[src/rtl/leaf_link_serdes_if.sv]
// Handshake bundle for leaf_link_serdes: leaf message side and physical link side.
// The slave modport is the serdes view; the master modport is the environment view.
interface leaf_link_serdes_if #(
  parameter int unsigned HUB_FIFO_WIDTH = 20,
  parameter int unsigned LINK_WIDTH     = 8
) ();
  logic [HUB_FIFO_WIDTH-1:0] leaf_out_data;
  logic                      leaf_out_valid;
  logic                      leaf_out_ready;
  logic [HUB_FIFO_WIDTH-1:0] leaf_in_data;
  logic                      leaf_in_valid;
  logic                      leaf_in_ready;
  logic [LINK_WIDTH-1:0]     link_tx_data;
  logic                      link_tx_valid;
  logic                      link_tx_last;
  logic                      link_tx_ready;
  logic [LINK_WIDTH-1:0]     link_rx_data;
  logic                      link_rx_valid;
  logic                      link_rx_last;
  logic                      link_rx_ready;

  modport slave (
    input  leaf_out_data, leaf_out_valid,
    output leaf_out_ready,
    output leaf_in_data, leaf_in_valid,
    input  leaf_in_ready,
    output link_tx_data, link_tx_valid, link_tx_last,
    input  link_tx_ready,
    input  link_rx_data, link_rx_valid, link_rx_last,
    output link_rx_ready
  );

  modport master (
    output leaf_out_data, leaf_out_valid,
    input  leaf_out_ready,
    input  leaf_in_data, leaf_in_valid,
    output leaf_in_ready,
    input  link_tx_data, link_tx_valid, link_tx_last,
    output link_tx_ready,
    output link_rx_data, link_rx_valid, link_rx_last,
    input  link_rx_ready
  );
endinterface

[src/rtl/leaf_link_serdes.sv]
// Leaf/hub message serdes: buffers leaf words in a small FIFO, sends each as BEATS link beats
// (LSB first), and reassembles incoming beat frames into words with framing-error detection.
module leaf_link_serdes #(
  parameter int unsigned HUB_FIFO_WIDTH = 20,
  parameter int unsigned LINK_WIDTH     = 8,
  parameter int unsigned TX_DEPTH       = 4
) (
  input logic               clk,
  input logic               reset,
  leaf_link_serdes_if.slave bus,
  output logic              busy,
  output logic              rx_frame_error
);
  localparam int unsigned BEATS = (HUB_FIFO_WIDTH + LINK_WIDTH - 1) / LINK_WIDTH;
  localparam int unsigned ShW   = BEATS * LINK_WIDTH;
  localparam int unsigned PtrW  = (TX_DEPTH > 1) ? $clog2(TX_DEPTH) : 1;
  localparam int unsigned BeatW = (BEATS > 1) ? $clog2(BEATS) : 1;
  localparam logic [BeatW-1:0] LastBeat = BeatW'(BEATS - 1);

  typedef enum logic {TxIdle, TxSend} tx_state_e;
  typedef enum logic {RxCollect, RxHold} rx_state_e;

  logic [HUB_FIFO_WIDTH-1:0] fifo_mem [TX_DEPTH];
  logic [PtrW-1:0]           wr_ptr_q, rd_ptr_q;
  logic [PtrW:0]             fifo_cnt_q;
  logic                      fifo_push, fifo_pop, fifo_empty, fifo_full;

  tx_state_e                 tx_state_q, tx_state_d;
  logic [ShW-1:0]            shift_q, shift_d;
  logic [BeatW-1:0]          beat_q, beat_d;

  rx_state_e                 rx_state_q, rx_state_d;
  logic [ShW-1:0]            rx_buf_q, rx_buf_d;
  logic [BeatW-1:0]          rx_cnt_q, rx_cnt_d;
  logic                      rx_drop_q, rx_drop_d;
  logic                      rx_err_q, rx_err_d;
  logic                      unused_rx_pad;

  // Transmit FIFO; pointers wrap naturally because TX_DEPTH is a power of two.
  assign fifo_full          = fifo_cnt_q == (PtrW + 1)'(TX_DEPTH);
  assign fifo_empty         = fifo_cnt_q == '0;
  assign bus.leaf_out_ready = !fifo_full;
  assign fifo_push          = bus.leaf_out_valid && !fifo_full;

  always_ff @(posedge clk or posedge reset) begin
    if (reset) begin
      wr_ptr_q   <= '0;
      rd_ptr_q   <= '0;
      fifo_cnt_q <= '0;
    end else begin
      if (fifo_push) wr_ptr_q <= wr_ptr_q + 1'b1;
      if (fifo_pop)  rd_ptr_q <= rd_ptr_q + 1'b1;
      if (fifo_push && !fifo_pop)      fifo_cnt_q <= fifo_cnt_q + 1'b1;
      else if (!fifo_push && fifo_pop) fifo_cnt_q <= fifo_cnt_q - 1'b1;
    end
  end

  always_ff @(posedge clk) begin
    if (fifo_push) fifo_mem[wr_ptr_q] <= bus.leaf_out_data;
  end

  // Serializer: the last-beat acceptance reloads straight from the FIFO to avoid a bubble.
  always_comb begin
    tx_state_d = tx_state_q;
    shift_d    = shift_q;
    beat_d     = beat_q;
    fifo_pop   = 1'b0;
    case (tx_state_q)
      TxIdle: begin
        if (!fifo_empty) begin
          fifo_pop   = 1'b1;
          shift_d    = ShW'(fifo_mem[rd_ptr_q]);
          beat_d     = '0;
          tx_state_d = TxSend;
        end
      end
      TxSend: begin
        if (bus.link_tx_ready) begin
          if (beat_q == LastBeat) begin
            if (!fifo_empty) begin
              fifo_pop = 1'b1;
              shift_d  = ShW'(fifo_mem[rd_ptr_q]);
              beat_d   = '0;
            end else begin
              tx_state_d = TxIdle;
            end
          end else begin
            shift_d = shift_q >> LINK_WIDTH;
            beat_d  = beat_q + 1'b1;
          end
        end
      end
      default: tx_state_d = TxIdle;
    endcase
  end

  always_ff @(posedge clk or posedge reset) begin
    if (reset) begin
      tx_state_q <= TxIdle;
      shift_q    <= '0;
      beat_q     <= '0;
    end else begin
      tx_state_q <= tx_state_d;
      shift_q    <= shift_d;
      beat_q     <= beat_d;
    end
  end

  assign bus.link_tx_valid = tx_state_q == TxSend;
  assign bus.link_tx_last  = (tx_state_q == TxSend) && (beat_q == LastBeat);
  assign bus.link_tx_data  = shift_q[LINK_WIDTH-1:0];

  // Assembler: a frame missing its last flag is flushed up to and including the next last beat.
  always_comb begin
    rx_state_d = rx_state_q;
    rx_buf_d   = rx_buf_q;
    rx_cnt_d   = rx_cnt_q;
    rx_drop_d  = rx_drop_q;
    rx_err_d   = rx_err_q;
    case (rx_state_q)
      RxCollect: begin
        if (bus.link_rx_valid) begin
          if (rx_drop_q) begin
            if (bus.link_rx_last) rx_drop_d = 1'b0;
          end else if (rx_cnt_q == LastBeat) begin
            if (bus.link_rx_last) begin
              rx_buf_d[rx_cnt_q*LINK_WIDTH +: LINK_WIDTH] = bus.link_rx_data;
              rx_state_d = RxHold;
            end else begin
              rx_err_d  = 1'b1;
              rx_cnt_d  = '0;
              rx_drop_d = 1'b1;
            end
          end else if (bus.link_rx_last) begin
            rx_err_d = 1'b1;
            rx_cnt_d = '0;
          end else begin
            rx_buf_d[rx_cnt_q*LINK_WIDTH +: LINK_WIDTH] = bus.link_rx_data;
            rx_cnt_d = rx_cnt_q + 1'b1;
          end
        end
      end
      RxHold: begin
        if (bus.leaf_in_ready) begin
          rx_state_d = RxCollect;
          rx_cnt_d   = '0;
        end
      end
      default: rx_state_d = RxCollect;
    endcase
  end

  always_ff @(posedge clk or posedge reset) begin
    if (reset) begin
      rx_state_q <= RxCollect;
      rx_buf_q   <= '0;
      rx_cnt_q   <= '0;
      rx_drop_q  <= 1'b0;
      rx_err_q   <= 1'b0;
    end else begin
      rx_state_q <= rx_state_d;
      rx_buf_q   <= rx_buf_d;
      rx_cnt_q   <= rx_cnt_d;
      rx_drop_q  <= rx_drop_d;
      rx_err_q   <= rx_err_d;
    end
  end

  assign bus.link_rx_ready = rx_state_q == RxCollect;
  assign bus.leaf_in_valid = rx_state_q == RxHold;
  assign bus.leaf_in_data  = rx_buf_q[HUB_FIFO_WIDTH-1:0];
  assign rx_frame_error    = rx_err_q;
  assign unused_rx_pad     = ^rx_buf_q;

  assign busy = !fifo_empty || (tx_state_q == TxSend) || (rx_cnt_q != '0) ||
                (rx_state_q == RxHold);
endmodule

[src/flat_wrapper.sv]
// flat-port wrapper written by rule: the top's interface ports become plain ports
module leaf_link_serdes_flat 
#(
  parameter int unsigned HUB_FIFO_WIDTH = 20,
  parameter int unsigned LINK_WIDTH     = 8,
  parameter int unsigned TX_DEPTH       = 4
)
  (clk, reset, busy, rx_frame_error, bus_leaf_out_data, bus_leaf_out_valid, bus_leaf_out_ready, bus_leaf_in_data, bus_leaf_in_valid, bus_leaf_in_ready, bus_link_tx_data, bus_link_tx_valid, bus_link_tx_last, bus_link_tx_ready, bus_link_rx_data, bus_link_rx_valid, bus_link_rx_last, bus_link_rx_ready);
  leaf_link_serdes_if #(.HUB_FIFO_WIDTH(HUB_FIFO_WIDTH), .LINK_WIDTH(LINK_WIDTH)) bus_i ();
  input logic clk;
  input logic reset;
  output logic busy;
  output logic rx_frame_error;
  input wire logic [$bits(bus_i.leaf_out_data)-1:0] bus_leaf_out_data;
  input wire logic [$bits(bus_i.leaf_out_valid)-1:0] bus_leaf_out_valid;
  output wire logic [$bits(bus_i.leaf_out_ready)-1:0] bus_leaf_out_ready;
  output wire logic [$bits(bus_i.leaf_in_data)-1:0] bus_leaf_in_data;
  output wire logic [$bits(bus_i.leaf_in_valid)-1:0] bus_leaf_in_valid;
  input wire logic [$bits(bus_i.leaf_in_ready)-1:0] bus_leaf_in_ready;
  output wire logic [$bits(bus_i.link_tx_data)-1:0] bus_link_tx_data;
  output wire logic [$bits(bus_i.link_tx_valid)-1:0] bus_link_tx_valid;
  output wire logic [$bits(bus_i.link_tx_last)-1:0] bus_link_tx_last;
  input wire logic [$bits(bus_i.link_tx_ready)-1:0] bus_link_tx_ready;
  input wire logic [$bits(bus_i.link_rx_data)-1:0] bus_link_rx_data;
  input wire logic [$bits(bus_i.link_rx_valid)-1:0] bus_link_rx_valid;
  input wire logic [$bits(bus_i.link_rx_last)-1:0] bus_link_rx_last;
  output wire logic [$bits(bus_i.link_rx_ready)-1:0] bus_link_rx_ready;
  assign bus_i.leaf_out_data = bus_leaf_out_data;
  assign bus_i.leaf_out_valid = bus_leaf_out_valid;
  assign bus_leaf_out_ready = bus_i.leaf_out_ready;
  assign bus_leaf_in_data = bus_i.leaf_in_data;
  assign bus_leaf_in_valid = bus_i.leaf_in_valid;
  assign bus_i.leaf_in_ready = bus_leaf_in_ready;
  assign bus_link_tx_data = bus_i.link_tx_data;
  assign bus_link_tx_valid = bus_i.link_tx_valid;
  assign bus_link_tx_last = bus_i.link_tx_last;
  assign bus_i.link_tx_ready = bus_link_tx_ready;
  assign bus_i.link_rx_data = bus_link_rx_data;
  assign bus_i.link_rx_valid = bus_link_rx_valid;
  assign bus_i.link_rx_last = bus_link_rx_last;
  assign bus_link_rx_ready = bus_i.link_rx_ready;
  leaf_link_serdes #(.HUB_FIFO_WIDTH(HUB_FIFO_WIDTH), .LINK_WIDTH(LINK_WIDTH), .TX_DEPTH(TX_DEPTH)) u_core (.clk(clk), .reset(reset), .bus(bus_i), .busy(busy), .rx_frame_error(rx_frame_error));
endmodule
[config.mk]
export PLATFORM = sky130hd
export DESIGN_NAME = leaf_link_serdes_flat
export DESIGN_NICKNAME = d
export VERILOG_FILES = /design/src/rtl/leaf_link_serdes_if.sv /design/src/rtl/leaf_link_serdes.sv /design/src/flat_wrapper.sv
export SDC_FILE = /design/constraint.sdc
export NUM_CORES = 1
export LEC_CHECK = 0
export BUFFER_PORTS_ARGS = -buffer_cell sky130_fd_sc_hd__buf_2
export CAP_MARGIN = 15
export CORE_ASPECT_RATIO = 1.2
export CORE_UTILIZATION = 29
export CTS_BUF_LIST = sky130_fd_sc_hd__clkbuf_8 sky130_fd_sc_hd__clkbuf_16
export CTS_CLUSTER_SIZE = 10
export DETAILED_ROUTE_END_ITERATION = 12
export MAX_ROUTING_LAYER = met4
export SKIP_LAST_GASP = 1
export SLEW_MARGIN = 30
export SYNTH_ARGS = -nofsm -noshare
export SYNTH_HDL_FRONTEND = slang
export SYNTH_SLANG_ARGS = --single-unit
[constraint.sdc]
create_clock -name clk -period 3 [get_ports clk]
set_input_delay 0.3 -clock clk [delete_from_list [all_inputs] [get_ports clk]]
set_output_delay 0.3 -clock clk [all_outputs]
set_load 0.02 [all_outputs]
# Word level (Yosys, flattened, before mapping)
# Memory sizes are Yosys's and may differ from the RTL's.
# Index checks and enable logic that the tools add are counted.
[totals] register_bits=63 latchBits=0 ram_bits=80 rom_bits=0 inputBits=35 out_inout_bits=35 wordCells=96 mem_count=1
[op_classes] n_addsub=7 mul=0 div_mod_pow=0 n_lt_le_gt_ge=0 eq_ne=11 shifts=2 n_mux=42 bitwise_logic=3 n_reduce_logical=19
[mem_list] memory="u_core.fifo_mem" depth=4 word_bits=20 read_ports=1 rd_clocked_by_memory_dff=0 write_ports=1 line_no="leaf_link_serdes.sv:23" rtl="logic [HUB_FIFO_WIDTH-1:0] fifo_mem [TX_DEPTH];"
[ops] cell="$mux W24" count=6
[ops] cell="$pmux W24 S2" count=1
[ops] cell="$neg A5 Y34" count=1
[ops] cell="$shift A8 B34 Y24 const A" count=1
[ops] cell="$shiftx A8 B34 Y24" count=1
[ops] cell="$bwmux W24" count=1
[ops] cell="$mux W1" count=18
[ops] cell="$mux W2" count=9
[ops] cell="$ne A2 B2 Y1 const B" count=6
[ops] cell="$reduce_and A5 Y1" count=2
[ops] cell="$add A2 B1 Y2 const B" count=4
[ops] cell="$pmux W2 S2" count=2
[ops] cell="$mux W3" count=2
[ops] cell="$pmux W1 S2" count=3
[ops] cell="$reduce_bool A2 Y1" count=3
[ops] cell="$eq A2 B2 Y1 const B" count=2
[ops] cell="$logic_and A1 B1 Y1" count=4
[ops] cell="$logic_not A1 Y1" count=4
[ops] cell="$reduce_and A4 Y1" count=1
[ops] cell="$add A3 B1 Y3 const B" count=1
[ops] cell="$eq A3 B3 Y1 const B" count=1
[ops] cell="$logic_not A3 Y1" count=1
[ops] cell="$logic_or A1 B1 Y1" count=3
[ops] cell="$ne A3 B3 Y1 const B" count=1
[ops] cell="4 further kinds" count=6

# Depth between registers and ports, before layout
[logic_depth] ltp_word=8 depth_mapped=10 ltp_nobuf=9

# Least setup slack after synthesis
# OpenSTA, ideal clock, no wires.
[synth_path] kind="register -> register" start="register u_core.fifo_cnt_q[0]" end="register u_core.fifo_cnt_q[2]" setup_time_ps=79 arrival_time_ps=2230 required_ps=2921 slack_ps=691 stages_incl_launch_ff=11 path_buffers=1 synth_period_minus_slack_ps=2309 cell_sequence="dfrtp_1 -> nor3_1 -> buf_2 -> a211oi_2 -> inv_1 -> ha_1 -> inv_1 -> fa_1 -> xor2_1 -> nor2_1 -> xor2_1"
[synth_between] elab_chain_len=8 elab_cells_between_ends=17 cone_classes="2 x add/sub; 1 x eq/ne; 6 x mux; 8 x reduce/logical"
[synth_rtl] element="from (decl)" line_no="leaf_link_serdes.sv:25" rtl="logic [PtrW:0] fifo_cnt_q;"
[synth_rtl] element="from (signal assigned)" line_no="leaf_link_serdes.sv:53" rtl="if (fifo_push && !fifo_pop) fifo_cnt_q <= fifo_cnt_q + 1'b1;"
[synth_rtl] element="from (signal assigned)" line_no="leaf_link_serdes.sv:54" rtl="else if (!fifo_push && fifo_pop) fifo_cnt_q <= fifo_cnt_q - 1'b1;"
[synth_rtl] element="$logic_not A3 Y1" line_no="leaf_link_serdes.sv:41" rtl="assign fifo_empty = fifo_cnt_q == '0;"
[synth_rtl] element="$mux W1" line_no="leaf_link_serdes.sv:70, leaf_link_serdes.sv:80"
[synth_rtl] element="$mux W1" line_no="leaf_link_serdes.sv:79" rtl="if (beat_q == LastBeat) begin"
[synth_rtl] element="$mux W1" line_no="leaf_link_serdes.sv:78" rtl="if (bus.link_tx_ready) begin"
[synth_rtl] element="$pmux W1 S2" line_no="leaf_link_serdes.sv:68" rtl="case (tx_state_q)"
[synth_rtl] element="$logic_not A1 Y1" line_no="leaf_link_serdes.sv:53"
[synth_rtl] element="$logic_and A1 B1 Y1" line_no="leaf_link_serdes.sv:53"
[synth_rtl] element="$mux W3 or $reduce_bool A2 Y1 (tied branches)"
# Parallel ways exist; a longest one is shown, timed or not. The select of a mux whose other input is x is not followed.
# A chain may end at the register's enable or synchronous reset.

# Worst setup path after layout
[layout_path] start="register u_core.fifo_cnt_q[0]" end="register u_core.fifo_cnt_q[2]"
[layout_between] elab_cells_between_ends=17 cone_classes="2 x add/sub; 1 x eq/ne; 6 x mux; 8 x reduce/logical"
[layout_rtl] element="$eq A3 B3 Y1 (*)" line_no="leaf_link_serdes.sv:40" rtl="assign fifo_full = fifo_cnt_q == (PtrW + 1)'(TX_DEPTH);"
[layout_rtl] element="$logic_not A1 Y1 (*)" line_no="leaf_link_serdes.sv:43" rtl="assign fifo_push = bus.leaf_out_valid && !fifo_full;"
[layout_rtl] element="$logic_and A1 B1 Y1 (*)" line_no="leaf_link_serdes.sv:43"
[layout_rtl] element="via u_core.fifo_push" line_no="leaf_link_serdes.sv:26" rtl="logic fifo_push, fifo_pop, fifo_empty, fifo_full;"
[layout_rtl] element="$logic_not A1 Y1" line_no="leaf_link_serdes.sv:54"
[layout_rtl] element="$logic_and A1 B1 Y1" line_no="leaf_link_serdes.sv:54"
[layout_rtl] element="$reduce_bool A2 Y1 (no source line)"
# Mark *: on every way through the listed nets, which the timed path passes. The rest lies on a longest branch. The select of a mux whose other input is x is not followed.

==> run summary <==
The top-level port count came out at 70. The total power density per cell area came out at 966.4 mW/mm^2. The worst setup path is captured at a flip-flop. Leaving out fill and tap cells, the most frequent cells in the layout are 80 x edfxtp_1, 69 x buf_2, 59 x dfrtp_1, 36 x inv_1, 25 x nand2_1. The most common library cell in the layout ignoring fill and taps is edfxtp_1. The end-of-flow core utilization is 35.63%. The initial detailed-routing violation count is 146. The run finished with clean final reports. The worst setup margin came out at 0.6847 ns. Input and output buffers added on the ports amount to 69. Headroom to the max-slew limit came out at 49.63%. The post-synth design cell area is 0.005903 sq mm. In this run the worst hold path is classified as in -> reg. The filler cells instantiated in the layout total 1922. STA classifies the critical path startpoint as a flip-flop. The share of the Yosys chip area taken by registers is 65.71%.

Counting distinct cell types in the post-synthesis netlist gives 46. At the end of routability-driven placement, the weighted congestion stood at 0.8055. The final cell area excluding filler cells is 0.007039 sq mm. The die outline width came out at 132.2 um. The post-route clock period utilization came out at 77.18%. Summed over its instances, the top area cell type makes up 40.70% of the synthesized netlist area. After detailed routing, the total wire length is 11.67 mm. The synthesized netlist net count came out at 418.

The highest ir drop seen on vdd is 0.4760 mV. The achievable clock frequency is 431.9 MHz. The worst register-to-register path has a setup slack of 0.68 ns. Setup repair after global routing left no endpoint under its margin.

At the worst endpoint, the required time is 3.33 ns. The number of clock buffers added by TritonCTS is 17. The via count of the routed design is 3366. The via count of the first global-routing pass is 3615. The die extent in y came out at 158.3 um. Max-cap violations in this run came to 0. The average cell area after synthesis came out at 16.00 sq um. The leakage power came out at 2.852 nW. For the pin with the worst max-slew slack, the measured transition is 0.7538 ns. Cells with a size suffix above 1 make up 33.62% of the layout. Setup violations remaining at the end of the flow were counted as 0. The data arrival time of the worst path is 2.65 ns. Once detail routing completed, the nets flagged for antenna violations numbered 0. By startpoint and endpoint, the worst setup path is classified as reg -> reg. The pin count of the biggest net entering global routing came out at 31. The number of optimization iterations in the first detailed-route pass came out at 4. The worst-skew pair later-pin latency came out at 0.41 ns.

Counting flops with a built-in enable in the synthesized netlist gives 80. The leading area contributor after synthesis is edfxtp_1. In the synthesized netlist the dominant register cell turns out to be edfxtp_1. In this run the worst path has a maximum fanout of 7. The flip-flop and latch count after synthesis came out at 139.

After synthesis, the cell types taking the most area are edfxtp_1 41%, dfrtp_1 25%, mux4_2 7.2%. The initial core utilization came out at 29.88%. The count of clock tree sinks is 139. The final setup skew is 0.005325 ns. In this run the number of H-tree levels came out at 4.

The row count came out at 56. The wire length per cell after detailed routing is 16.21 um. The minimum clock period is 2.315 ns. The area overhead of the layout relative to synthesis is 19.25%.

The share of flip-flops with an asynchronous set or reset is 42.45%. The final-stage net count is 494. The placed instance area came out at 0.006529 sq mm.

Clock-pin slew was measured on the worst setup and hold paths at 0.06 ns. Post-CTS timing repair inserted 0 buffers for setup. The setup total negative slack came out at 0 ns.

The Yosys step of the flow raised 0 warnings. The worst hold slack across all endpoints came out at 0.09229 ns. The number of antenna violations at the first check in global routing came out at 1. The total overflow left after global routing is 0. The all-layer global routing usage came out at 12.52%.

Before CTS, the worst setup slack after placement is 0.6780 ns. The final max-slew violation count is 0. Summed over all nets, the half-perimeter wirelength after detailed placement is 7.845 mm. In this run the standard cell core region covers 0.01976 sq mm.

The first-pass GRT wire length came out at 19.10 mm. The root buffer cell is clkbuf_16. The synthesized instance count is 369. The number of vias per cell came out at 4.675. The final count of hold timing violations came out at 0. In the routed design, unresolved DRC markers number 0. The clock passes through at most 2 buffers. The die covers 0.02093 sq mm.

TritonCTS built the clock tree.
critical path, stage by stage, from the launching register on:
cell and delay (ns):
dfrtp_1 0.46, nor2_1 0.09, a21boi_1 0.44, ha_1 0.29, inv_1 0.07, fa_1 0.42, xor2_1 0.17, nor2_1 0.13
xor2_1 0.17
synthesized netlist by cell type, types with 4 or more instances:
library cell  count
edfxtp_1         80
dfrtp_1          59
inv_1            33
nand2_1          25
mux2i_1          22
mux4_2           19
a2111o_1         16
o221a_2          16
ha_1             13
buf_4             8
clkbuf_1          8
a32o_1            5
and2_1            5
buf_2             5
and3_1            4
nor2_1            4
final cells by class:
class	count	area [sq um]	area share, %
repair buffers	83	452.9	6.434
clock buffers	17	425.4	6.043
flip-flops and latches	139	3879	55.10
well taps	261	326.6	4.639
clock inverters	15	72.57	1.031
diodes	1	2.502	0.03555
multi-input cells	171	1757	24.96
inverters	33	123.9	1.760
registers in the layout, summed over array words and instances (netlist names), 2 cells and up:
register	count
u_core.rx_buf_q	20
u_core.fifo_cnt_q	3
u_core.wr_ptr_q	2
u_core.rd_ptr_q	2
u_core.fifo_mem	80
u_core.rx_cnt_q	2
u_core.shift_q	24
u_core.beat_q	2
path summary, 6_finish.rpt:
kind,startpoint,to,cells after the start
max in group asynchronous,reset,u_core.shift_q[16],4
setup reg to reg,u_core.fifo_cnt_q[0],u_core.fifo_cnt_q[2],8
hold reg to reg,u_core.rx_frame_error,u_core.rx_frame_error,1
setup / recovery,u_core.fifo_cnt_q[0],u_core.fifo_cnt_q[2],8
min in group asynchronous,reset,u_core.rx_buf_q[17],3
hold / removal,bus_leaf_in_ready,u_core.bus.leaf_in_valid,2
kinds of logic (layout without fill, tap and decap cells):
kind of cell | Yosys count | count (layout) | share of synthesized area [%]
adders and majority gates | 14 | 14 | 3.095
other | 0 | 1 | 0
DFF | 139 | 139 | 65.71
AOI/OAI and AO/OA | 49 | 49 | 8.605
xor gates and xnor gates | 6 | 6 | 0.8904
muxes | 44 | 44 | 11.81
buffers and inverters | 59 | 148 | 4.621
and+or+nand+nor | 58 | 58 | 5.278
stage by stage:
stage / instances / power, mW
finish: 720 / 6.802
global route: 720 / 7.217
CTS: 719 / 6.916
detailed placement: 686 / 5.133
global placement: 686 / 5.046
floorplan: 369 / 4.485
power by group:
group	internal [mW]	leakage (nW)	switching, mW
logic	0.936	1.13	1.23
clock network	1.02	0.262	0.730
registers	2.59	1.46	0.287
total	4.55	2.85	2.25
routing by layer:
metal,GRT usage (%),vias to the layer above,wire length (um),part of all wire [%]
met5,-,-,0,0
met4,5.528,0,221,1.9
met3,3.534,16,619,5.3
met2,20.74,94,5756,49
met1,14.25,1697,5071,43
li1,-,1559,-,-
what timing repair did:
item,in CTS,in global routing
resized for setup,0,0
endpoints found under the setup margin,0,0
hold buffers,1,0
hold endpoints to repair,29,0
No activity file was read; power rests on OpenSTA's default activity.
